[src/rtl/spu_datapath.sv]
// SPU datapath: 16-entry register file, ALU, write-back mux and zero detector.
// Executes the per-cycle control strobes issued by the SPU controller.
module spu_datapath #(
    parameter int DATA_W   = 16,
    parameter int RF_DEPTH = 16
) (
    input  logic              clk,
    input  logic              rst,
    input  logic              rf_s1,
    input  logic              rf_s0,
    input  logic [3:0]        rf_w_addr,
    input  logic              rf_w_wr,
    input  logic [3:0]        rf_rp_addr,
    input  logic              rf_rp_rd,
    input  logic [3:0]        rf_rq_addr,
    input  logic              rf_rq_rd,
    input  logic              alu_s1,
    input  logic              alu_s0,
    input  logic [7:0]        loac,
    input  logic [DATA_W-1:0] dm_r_data,
    output logic [DATA_W-1:0] dm_w_data,
    output logic              pco_en
);

    logic [DATA_W-1:0] rf [RF_DEPTH];
    logic [DATA_W-1:0] rp_data;
    logic [DATA_W-1:0] rq_data;
    logic [DATA_W-1:0] alu_result;
    logic [DATA_W-1:0] wb_data;

    // Reads are combinational and see the pre-edge contents: no write bypass.
    assign rp_data = rf_rp_rd ? rf[rf_rp_addr] : '0;
    assign rq_data = rf_rq_rd ? rf[rf_rq_addr] : '0;

    always_comb begin
        alu_result = rp_data;
        case ({alu_s1, alu_s0})
            2'b01:   alu_result = rp_data + rq_data;
            2'b10:   alu_result = rp_data - rq_data;
            default: alu_result = rp_data;
        endcase
    end

    always_comb begin
        wb_data = alu_result;
        case ({rf_s1, rf_s0})
            2'b01:   wb_data = dm_r_data;
            2'b10:   wb_data = {{(DATA_W-8){1'b0}}, loac};
            default: wb_data = alu_result;
        endcase
    end

    always_ff @(posedge clk or posedge rst) begin
        if (rst) begin
            for (int i = 0; i < RF_DEPTH; i++) begin
                rf[i] <= '0;
            end
        end else if (rf_w_wr) begin
            rf[rf_w_addr] <= wb_data;
        end
    end

    assign dm_w_data = rp_data;
    assign pco_en    = (rp_data == '0);

endmodule

[config.mk]
export PLATFORM = sky130hd
export DESIGN_NAME = spu_datapath
export DESIGN_NICKNAME = d
export VERILOG_FILES = /design/src/rtl/spu_datapath.sv
export SDC_FILE = /design/constraint.sdc
export NUM_CORES = 1
export LEC_CHECK = 0
export CORE_ASPECT_RATIO = 1.4
export CORE_MARGIN = 8
export CORE_UTILIZATION = 30
export CTS_CLUSTER_DIAMETER = 60
export DETAILED_ROUTE_END_ITERATION = 8
export HOLD_SLACK_MARGIN = 0.15
export SLEW_MARGIN = 20
export SYNTH_ARGS = -nofsm -noshare
export SYNTH_HDL_FRONTEND = slang
export SYNTH_SLANG_ARGS = --single-unit
[constraint.sdc]
create_clock -name clk -period 11.7 [get_ports clk]
set_clock_uncertainty 0.15 [all_clocks]
set_input_delay 1.755 -clock clk [delete_from_list [all_inputs] [get_ports clk]]
set_output_delay 1.755 -clock clk [all_outputs]
set_load 0.02 [all_outputs]
==> results of run 1 <==
## tightest hold or removal path: stages, from the launching register on
cell	delay, ns
sky130_fd_sc_hd__dfrtp_1	0.35
sky130_fd_sc_hd__nand2_1	0.06
sky130_fd_sc_hd__nand2_1	0.06
## Yosys cell counts, drive strengths merged (2+ instances only)
| cell type | number | area (sq um) |
|---|---|---|
| nor2 | 50 | 188 |
| o21bai | 3 | 22.5 |
| a21oi | 55 | 275 |
| xor2 | 13 | 114 |
| or4 | 2 | 18.8 |
| mux2i | 21 | 210 |
| o31ai | 24 | 230 |
| and4 | 2 | 17.5 |
| nand2 | 456 | 1710 |
| a311oi | 3 | 26.3 |
| nand3b | 2 | 15.0 |
| and2 | 15 | 93.8 |
| nand3 | 12 | 60.1 |
| or2 | 3 | 18.8 |
| ha | 19 | 238 |
| nor2b | 11 | 68.8 |
| mux2 | 38 | 428 |
| o211ai | 3 | 22.5 |
| nor3 | 9 | 55.1 |
| mux4 | 138 | 3110 |
| a221oi | 9 | 85.1 |
| nor4 | 6 | 37.5 |
| o21ai | 121 | 606 |
| clkbuf | 66 | 248 |
| nand2b | 4 | 25.0 |
| a22oi | 10 | 75.1 |
| a31oi | 13 | 81.3 |
| xnor2 | 10 | 87.6 |
| o21a | 5 | 37.5 |
| inv | 21 | 78.8 |
| a21o | 4 | 30.0 |
| and3 | 13 | 82.6 |
| buf | 42 | 253 |
| nor3b | 2 | 26.3 |
| dfrtp | 256 | 6410 |
## layer usage
| metal | GRT usage | part of all wire | vias up | routed length (um) |
|---|---|---|---|---|
| met5 | 0 | 0.00026 | - | 13 |
| met4 | 0.0917 | 0.055 | 2 | 2770 |
| met3 | 0.0232 | 0.062 | 151 | 3100 |
| met2 | 0.305 | 0.51 | 478 | 25300 |
| met1 | 0.200 | 0.37 | 5992 | 18600 |
| li1 | - | - | 5327 | - |
## final cells by class
class                           count  area, sq um  share of cell area
Antenna cell                        1         2.50            0.000143
Clock buffer                       32          692              0.0395
Clock inverter                     14          258              0.0147
Inverter                           21         86.3             0.00493
Multi-Input combinational cell   1093         8310               0.475
Sequential cell                   256         6410               0.366
Tap cell                          650          813              0.0465
Timing Repair Buffer              107          936              0.0535
## power by group through the flow
| stage | sequential (mW) | combinational, mW | clock (mW) |
|---|---|---|---|
| floorplan | 1.28 | 0.868 | 0 |
| global placement | 1.34 | 1.12 | 0 |
| detailed placement | 1.35 | 1.14 | 0 |
| CTS | 1.34 | 1.15 | 0.952 |
| global route | 1.38 | 1.26 | 0.986 |
| finish | 1.35 | 1.15 | 0.936 |
## cells by family (layout without fill, tap and decap cells)
logic type / count (synthesis) / after routing / share of synthesized area
and+or+nand+nor: 592 / 592 / 0.161
muxes: 197 / 197 / 0.246
buffers and inverters: 129 / 174 / 0.0380
AOI/OAI and AO/OA: 261 / 261 / 0.105
xor gates and xnor gates: 23 / 23 / 0.0132
DFF: 256 / 256 / 0.420
other: 0 / 1 / 0
adders and majority gates: 20 / 20 / 0.0169
## worst paths after layout
| check | from | endpoint | slack, ns |
|---|---|---|---|
| setup / recovery | rf_rq_addr[1] | rf[255] | 3.91 |
| hold / removal | rf[199] | rf[199] | 0.35 |
| setup reg to reg | rf[0] | rf[255] | 5.73 |
| hold reg to reg | rf[199] | rf[199] | 0.35 |
| max in group asynchronous | rst | rf[249] | 7.43 |
| min in group asynchronous | rst | rf[238] | 1.59 |
## cells in the final DEF, fill, tap and decap left out, drive strengths merged, types with 2 or more instances in the layout
cell / Yosys / layout
or2: 3 / 3
mux2: 38 / 38
xnor2: 10 / 10
clkdlybuf4s50: 0 / 56
clkinvlp: 0 / 2
a21oi: 55 / 55
dfrtp: 256 / 256
xor2: 13 / 13
and3: 13 / 13
mux4: 138 / 138
and4: 2 / 2
bufinv: 0 / 7
clkbuf: 66 / 32
a31oi: 13 / 13
nand2b: 4 / 4
nor3b: 2 / 2
mux2i: 21 / 21
nor2b: 11 / 11
o211ai: 3 / 3
o21bai: 3 / 3
nor2: 50 / 50
nand3: 12 / 12
a21o: 4 / 4
o21a: 5 / 5
buf: 42 / 51
a221oi: 9 / 9
or4: 2 / 2
clkinv: 0 / 4
nor3: 9 / 9
inv: 21 / 22
o21ai: 121 / 121
a22oi: 10 / 10
o31ai: 24 / 24
ha: 19 / 19
and2: 15 / 15
a311oi: 3 / 3
nor4: 6 / 6
nand3b: 2 / 2
nand2: 456 / 456
## metrics by stage
step                      std cells  utilization
final                          2174        0.346
after global routing           2173        0.346
after CTS                      2173        0.345
after detailed placement       2127        0.326
after global placement         2127        0.326
after floorplan                1478            -
==> run_results.csv, run 1 <==
group,metric,value,unit
global_routing,grt_usage,0.172,
final_layout,design_area,0.0175,sq mm
clocking,htree_num_levels,1,
setup_path,cp.buffers_inverters,2,
setup_path,critical_path_cell_with_the_highest_stage_delay,"sky130_fd_sc_hd__nor3b_4",
setup_path,path_common_cell,"sky130_fd_sc_hd__and3_1",
final_layout,registers.top_by_ff_count,"rf",
power_and_ir_drop,power_density,196,mW/mm^2
logic_synthesis,yosys.cell_types.count,64,
setup_path,endpoint_kind,"flop",
power_and_ir_drop,p_leak,7.66,nW
placement,place.detailed.hpwl,33400,um
global_routing,antenna_found_initial,2,
clocking,post-cts-setup-buffers,0,
final_layout,reg.largest.list,"rf: 256 flops",
route,drtPass1Iterations,7,
floorplan,fp.coreArea,0.0506,sq mm
timing,fmaxAchievable,0.128,GHz
clocking,cts_tree,"done",
logic_synthesis,postSynth.asyncResetShare,1.00,
route,drt.antenna.violating_nets,0,
power_and_ir_drop,power_frac_clock,0.273,
floorplan,die_h,283,um
logic_synthesis,postSynthAreaPerCell,10.3,sq um
clocking,cts.path.max_buffers,3,
power_and_ir_drop,irDropWorstVdd,0.107,mV
floorplan,floorplan.io_pins,62,
logic_synthesis,synth_fp_nets,1543,
floorplan,initial_core_util,0.301,
setup_path,worstPathMaxFanout,34,
final_layout,largest_register_ffs,256,
global_routing,globalRouteOverflowTotal,0,
clocking,worst_skew_pair.late_latency,0.55,ns
power_and_ir_drop,power.combinational.fraction,0.335,
timing,fin_crit_sh,0.666,
setup_path,critPathRequiredTime,11.93,ns
global_routing,wire_length_of_the_first_global_routing_pass,76300,um
route,drt-wirelength-per-cell,22.9,um
timing,grt_setup_unrepaired,"false",
setup_path,timing.critical_path.cells,"buf_2 -> buf_4 -> mux4_2 -> mux2i_1 -> a211oi_1 -> o21ai_1 -> and3_2 -> a41oi_1 -> xor2_1 -> nand2_1 -> ha_1 -> and3_1 -> and3_1 -> a21oi_1 -> a31oi_1 -> a31o_2 -> and4b_1 -> and3_1 -> or4_4 -> o21ai_1 -> nor3b_4 -> o31ai_1",
placement,place_congestion,0.910,
logic_synthesis,synth-warning-count,0,
setup_path,slowest_delay,0.79,ns
global_routing,via_count_of_the_first_global_routing_pass,12364,
timing,worst-slew-pin-transition,1.13,ns
setup_path,start_kind,"input pin",
final_layout,areaGrowthSynthToFinish,14.8,%
power_and_ir_drop,internal-power,2.27,mW
worst_hold_path,hold-path-cell-count,2,
clocking,holdBufCountCts,0,
power_and_ir_drop,power,3.43,mW
placement,dpl_worst_slack,3.34,ns
clocking,ctsRootBufferMaster,"sky130_fd_sc_hd__clkbuf_16",
floorplan,die-area,0.0584,sq mm
setup_path,cp_top_family,"simple AND/OR/NAND/NOR gates",
power_and_ir_drop,register_share_of_total_power,0.392,
final_layout,n_fill_cell,5021,
logic_synthesis,synth-main-ff-cell,"sky130_fd_sc_hd__dfrtp_1",
logic_synthesis,synth-edff-count,0,
clocking,tritoncts.num_buffers,25,
logic_synthesis,netlist_area_before_placement,0.0152,sq mm
final_layout,final_layout_size_suffix_gt1_frac,0.200,
worst_hold_path,timing.hold.worst.class,"flop to flop",
logic_synthesis,post_synth_inst_count,1478,
setup_path,worstRegToRegCells,20,
flow_run,max_cap_viol_count,0,
placement,port-buffer-count,61,
route,detailedRoute.firstIterationViolations,1153,
clocking,clk_pin_slew,0.07,ns
setup_path,levels_on_crit_path,22,
timing,min_period,7.79,ns
floorplan,die_w,207,um
placement,dpl-instance-area,0.0165,sq mm
route,viasPerCell,5.50,
final_layout,finish.net_count,1569,
setup_path,critical_path_arrival,8.02,ns
setup_path,criticalPathCategory,"input pin to flop",
clocking,post_cts_resize_count,0,
timing,worst_hold_slack,0.349,ns
timing,setup_violations,0,
route,num_vias,11950,
timing,finalWorstSetupSlack,3.91,ns
power_and_ir_drop,netSwitchingPower,1.15,mW
logic_synthesis,yosysSeqAreaShare,0.420,
status,result_of_the_run,"completed",
timing,final.setup.tns,0,ns
clocking,clock-sinks,256,
timing,max_slew_margin,0.249,
timing,drv_slew,0,
route,route.detailed.drc,0,
power_and_ir_drop,netSwitchingFraction,0.337,
route,finalWirelength,49800,um
global_routing,largest_net_degree_at_the_start_of_global_routing,113,
floorplan,placement_rows,98,
timing,hold_viol_final,0,
logic_synthesis,ys_seq_elements,256,
(Power assumes the default switching activity.)
==> inputs of run 2 (changes only) <==
- clock period: 11.7 -> 7.9 ns (I/O delays scaled with it)
==> run_results.csv, run 2 (synthesis gave the netlist of run 1 again) <==
group,metric,value,unit
final_layout,n_fill_cell,5041,
final_layout,registers.top_by_ff_count,"rf",
worst_hold_path,timing.hold.worst.class,"flop to flop",
route,drt-wirelength-per-cell,23.1,um
timing,grt_setup_unrepaired,"false",
floorplan,die-area,0.0584,sq mm
floorplan,floorplan.io_pins,62,
power_and_ir_drop,irDropWorstVdd,0.175,mV
final_layout,reg.largest.list,"rf: 256 flops",
setup_path,reg2reg_slack,2.39,ns
final_layout,areaGrowthSynthToFinish,14.9,%
final_layout,largest_register_ffs,256,
power_and_ir_drop,power,5.02,mW
floorplan,die_h,283,um
floorplan,die_w,207,um
setup_path,start_kind,"input pin",
setup_path,critical_path_cell_with_the_highest_stage_delay,"sky130_fd_sc_hd__buf_2",
final_layout,final_layout_size_suffix_gt1_frac,0.202,
setup_path,endpoint_kind,"flop",
global_routing,grt_usage,0.172,
route,route.detailed.drc,0,
power_and_ir_drop,power_density,287,mW/mm^2
final_layout,insertedDiodeCount,0,
power_and_ir_drop,netSwitchingFraction,0.345,
global_routing,wire_length_of_the_first_global_routing_pass,75700,um
global_routing,via_count_of_the_first_global_routing_pass,12154,
setup_path,slowest_delay,0.70,ns
power_and_ir_drop,netSwitchingPower,1.73,mW
clocking,ctsRootBufferMaster,"sky130_fd_sc_hd__clkbuf_16",
floorplan,placement_rows,98,
setup_path,criticalPathCategory,"input pin to flop",
route,num_vias,11970,
clocking,clock-sinks,256,
clocking,post-cts-setup-buffers,0,
final_layout,final_cell_mix,"sky130_fd_sc_hd__nand2_1, sky130_fd_sc_hd__dfrtp_1, sky130_fd_sc_hd__mux4_2",
clocking,clk_pin_slew,0.06,ns
timing,min_period,6.57,ns
route,viasPerCell,5.49,
timing,setup_violations,0,
timing,worst-slew-pin-transition,1.20,ns
route,drt.antenna.violating_nets,0,
setup_path,critical_path_arrival,6.86,ns
floorplan,initial_core_util,0.301,
setup_path,timing.critical_path.cells,"buf_2 -> buf_4 -> mux2i_1 -> nand2_1 -> o21ai_0 -> o21ai_1 -> nand3_1 -> and4_1 -> nor2_1 -> xor2_1 -> ha_1 -> a21o_1 -> a21o_1 -> a21oi_1 -> a31oi_1 -> a31o_2 -> and4b_1 -> and3_1 -> or4_4 -> nor3_2 -> nor3b_4 -> buf_4 -> o31ai_1",
flow_run,max_cap_viol_count,0,
timing,fin_crit_sh,0.831,
clocking,worst_skew_pair.late_latency,0.55,ns
global_routing,globalRouteOverflowTotal,0,
power_and_ir_drop,power_frac_clock,0.258,
clocking,htree_num_levels,1,
route,finalWirelength,50300,um
timing,worst_hold_slack,0.341,ns
floorplan,fp.coreArea,0.0506,sq mm
clocking,post_cts_resize_count,0,
clocking,cts_tree,"done",
route,detailedRoute.firstIterationViolations,1027,
final_layout,layoutNonFillerInstCount,2180,
route,drtPass1Iterations,5,
power_and_ir_drop,p_leak,7.67,nW
setup_path,critPathRequiredTime,8.19,ns
setup_path,worstPathMaxFanout,32,
status,result_of_the_run,"completed",
global_routing,largest_net_degree_at_the_start_of_global_routing,153,
timing,drv_slew,0,
timing,fmaxAchievable,0.152,GHz
power_and_ir_drop,register_share_of_total_power,0.402,
final_layout,layout.core_utilization,0.346,
power_and_ir_drop,internal-power,3.29,mW
timing,max_slew_margin,0.198,
timing,hold_viol_final,0,
global_routing,antenna_found_initial,0,
clocking,tritoncts.num_buffers,25,
final_layout,finish.net_count,1577,
timing,final.setup.tns,0,ns
clocking,holdBufCountCts,0,
final_layout,final_common_cell,"sky130_fd_sc_hd__nand2_1",
placement,place_congestion,0.894,
placement,place.detailed.hpwl,34400,um
placement,post-place-cells,2134,
power_and_ir_drop,power.combinational.fraction,0.340,
clocking,cts.path.max_buffers,3,
placement,port-buffer-count,61,
==> run 2: per-layer routing <==
layer,share of wire,vias up,track usage
met1,0.38,6045,0.199
met5,0,-,0
met3,0.061,123,0.0230
li1,-,5339,-
met4,0.058,0,0.0950
met2,0.50,463,0.306
==> run 2: layout make-up <==
| class | count | area, sq um | area share |
|---|---|---|---|
| Multi-Input combinational cell | 1093 | 8300 | 0.474 |
| Tap cell | 650 | 813 | 0.0464 |
| Sequential cell | 256 | 6410 | 0.366 |
| Clock inverter | 10 | 160 | 0.00914 |
| Timing Repair Buffer | 115 | 1050 | 0.0597 |
| Inverter | 21 | 82.6 | 0.00471 |
| Clock buffer | 35 | 713 | 0.0407 |
==> run 2: worst paths after layout <==
kind	from	endpoint	cells past startpoint
hold / removal	rf[16]	rf[16]	2
setup reg to reg	rf[17]	rf[47]	21
setup / recovery	rf_rq_addr[2]	rf[47]	23
hold reg to reg	rf[16]	rf[16]	2
min in group asynchronous	rst	rf[254]	2
max in group asynchronous	rst	rf[107]	4
==> run 2: per-stage QoR <==
step | area (sq um) | setup slack [ns]
floorplan | 15300 | 1.08
global placement | 16600 | 0.898
detailed placement | 16600 | 0.806
CTS | 17500 | 1.40
global route | 17500 | 1.03
finish | 17500 | 1.33
==> run 2: worst max-delay path, delay by kind of cell <==
family                     cells  cell delay [ns]
and+or+nand+nor                9             1.69
AOI/OAI and AO/OA              8             1.81
adders and majority gates      1             0.34
xor gates and xnor gates       1             0.18
buffers and inverters          3             1.34
muxes                          1             0.27
==> run 2: power by group through the flow <==
stage	clock (mW)	sequential [mW]	combinational, mW
floorplan	0	1.90	1.29
global placement	0	2.00	1.66
detailed placement	0	2.02	1.70
CTS	1.32	2.00	1.70
global route	1.36	2.05	1.88
finish	1.30	2.02	1.71
==> inputs of run 3 (changes only) <==
- clock period: 7.9 -> 6.7 ns (I/O delays scaled with it)
==> run_results.csv, run 3 (synthesis gave the netlist of run 1 again) <==
group,metric,value,unit
setup_path,critical_path_arrival,6.38,ns
setup_path,criticalPathCategory,"input pin to flop",
setup_path,slowest_delay,0.51,ns
setup_path,end_point_of_the_critical_path,"rf[47]",
power_and_ir_drop,power_density,333,mW/mm^2
setup_path,rr_startpoint,"rf[32]",
timing,final.setup.tns,0,ns
final_layout,largest_register_ffs,256,
route,viasPerCell,5.46,
final_layout,layout.core_utilization,0.351,
clocking,cts_tree,"done",
global_routing,globalRouteOverflowTotal,0,
global_routing,grt_usage,0.171,
power_and_ir_drop,p_leak,7.80,nW
placement,place.detailed.hpwl,35400,um
final_layout,finish.net_count,1600,
flow_run,max_cap_viol_count,0,
setup_path,worstRegToRegCells,21,
setup_path,critPathRequiredTime,7.00,ns
floorplan,fp.coreArea,0.0506,sq mm
clocking,htree_num_levels,1,
floorplan,die_h,283,um
power_and_ir_drop,irDropWorstVdd,0.203,mV
setup_path,path_common_cell,"sky130_fd_sc_hd__and3_1",
final_layout,final_common_cell,"sky130_fd_sc_hd__nand2_1",
timing,grt_setup_unrepaired,"false",
setup_path,endpoint_kind,"flop",
setup_path,worstPathMaxFanout,19,
floorplan,floorplan.io_pins,62,
final_layout,areaGrowthSynthToFinish,16.5,%
clocking,worst_skew_pair.late_latency,0.56,ns
clocking,tritoncts.num_buffers,25,
route,drtPass1Iterations,5,
route,detailedRoute.firstIterationViolations,973,
placement,port-buffer-count,61,
status,result_of_the_run,"completed",
setup_path,worstSetupStartpoint,"rf_rq_addr[0]",
clocking,ctsRootBufferMaster,"sky130_fd_sc_hd__clkbuf_16",
worst_hold_path,timing.hold.worst.class,"flop to flop",
route,drt.antenna.violating_nets,0,
floorplan,die-area,0.0584,sq mm
floorplan,placement_rows,98,
timing,fmaxAchievable,0.164,GHz
setup_path,worst_r2r_endpoint,"rf[47]",
global_routing,wire_length_of_the_first_global_routing_pass,76500,um
final_layout,final_layout_size_suffix_gt1_frac,0.213,
setup_path,timing.critical_path.cells,"buf_4 -> buf_12 -> mux4_2 -> a22oi_1 -> nand2_1 -> o21ai_1 -> and3_2 -> a21oi_1 -> xor2_1 -> nand2_1 -> ha_1 -> and3_1 -> and3_1 -> a21oi_1 -> a31oi_1 -> a31o_2 -> and4b_1 -> and3_1 -> or4_4 -> nor3_2 -> nor3b_4 -> buf_12 -> o31ai_1",
floorplan,die_w,207,um
timing,min_period,6.08,ns
final_layout,registers.top_by_ff_count,"rf",
clocking,post_cts_resize_count,0,
final_layout,final_cell_mix,"sky130_fd_sc_hd__nand2_1, sky130_fd_sc_hd__dfrtp_1, sky130_fd_sc_hd__mux4_2",
clocking,clock-sinks,256,
route,drt-wirelength-per-cell,22.6,um
timing,setup_violations,0,
setup_path,start_kind,"input pin",
final_layout,n_fill_cell,4977,
timing,worst-slew-pin-transition,1.17,ns
timing,hold_viol_final,0,
route,num_vias,12041,
floorplan,initial_core_util,0.301,
global_routing,via_count_of_the_first_global_routing_pass,12356,
clocking,cts.path.max_buffers,3,
global_routing,largest_net_degree_at_the_start_of_global_routing,174,
setup_path,critical_path_cell_with_the_highest_stage_delay,"sky130_fd_sc_hd__mux4_2",
route,finalWirelength,49800,um
placement,place_congestion,0.915,
global_routing,antenna_found_initial,2,
timing,max_slew_margin,0.221,
clocking,clk_pin_slew,0.07,ns
timing,fin_crit_sh,0.907,
route,route.detailed.drc,0,
final_layout,reg.largest.list,"rf: 256 flops",
clocking,holdBufCountCts,0,
clocking,post-cts-setup-buffers,0,
setup_path,reg2reg_slack,1.30,ns
timing,drv_slew,0,
-- run 3: changes by cell type in the layout (fill, tap and decap cells not counted), sizes merged --
cell      before  now
bufinv         4    3
clkbuf        35   32
clkinv         3    7
diode          0    2
buf           59   82
clkinvlp       2    3
-- run 3: metal layers --
layer,GRT usage,wire (um),up-vias
met1,0.201,19200,6122
met2,0.305,25500,387
li1,-,-,5400
met4,0.0841,2540,0
met5,0,0,-
met3,0.0215,2590,132
-- run 3: cell type report --
type	instances	area, sq um	area share
repair buffers	138	1300	0.0731
clock inverters	14	176	0.00993
flip-flops and latches	256	6410	0.361
diodes	2	5.00	0.000282
multi-input cells	1093	8300	0.467
clock buffers	32	682	0.0384
inverters	21	82.6	0.00465
well taps	650	813	0.0458
-- run 3: power by group --
group	switching [mW]	internal, mW	total [mW]
combinational	1.04	1.01	2.05
sequential	0.368	2.00	2.36
clock	0.654	0.846	1.50
-- run 3: how the worst min path moves through the flow --
stage	startpoint	endpoint	slack (ns)	cells after the start
2_1_floorplan	rf[145]	rf[145]	0.31	2
3_3_place_gp	rf[31]	rf[31]	0.33	2
3_5_place_dp	rf[16]	rf[16]	0.33	2
4_1_cts	rf[16]	rf[16]	0.35	2
5_1_grt	rf[61]	rf[61]	0.37	2
6_report	rf[128]	rf[128]	0.35	2
-- run 3: critical path: cells and delay by family --
family          cells  cell delay, ns
fa+ha+maj           1            0.34
compound gates      7            1.43
buf+inv             3            0.75
mux                 1            0.51
simple gates       10            2.10
xor+xnor            1            0.19
-- run 3: through the flow --
| step | hold slack (ns) | cell area (sq um) | total power, mW | setup slack [ns] | cells |
|---|---|---|---|---|---|
| finish | 0.351 | 17800 | 5.92 | 0.620 | 2206 |
| global route | 0.372 | 17800 | 6.24 | 0.322 | 2204 |
| detailed placement | 0.333 | 16900 | 4.42 | 0.0724 | 2158 |
| global placement | 0.325 | 16900 | 4.35 | 0.105 | 2158 |
| CTS | 0.349 | 17700 | 5.93 | 0.679 | 2204 |
| floorplan | 0.307 | 15300 | 3.75 | 0.0553 | 1478 |
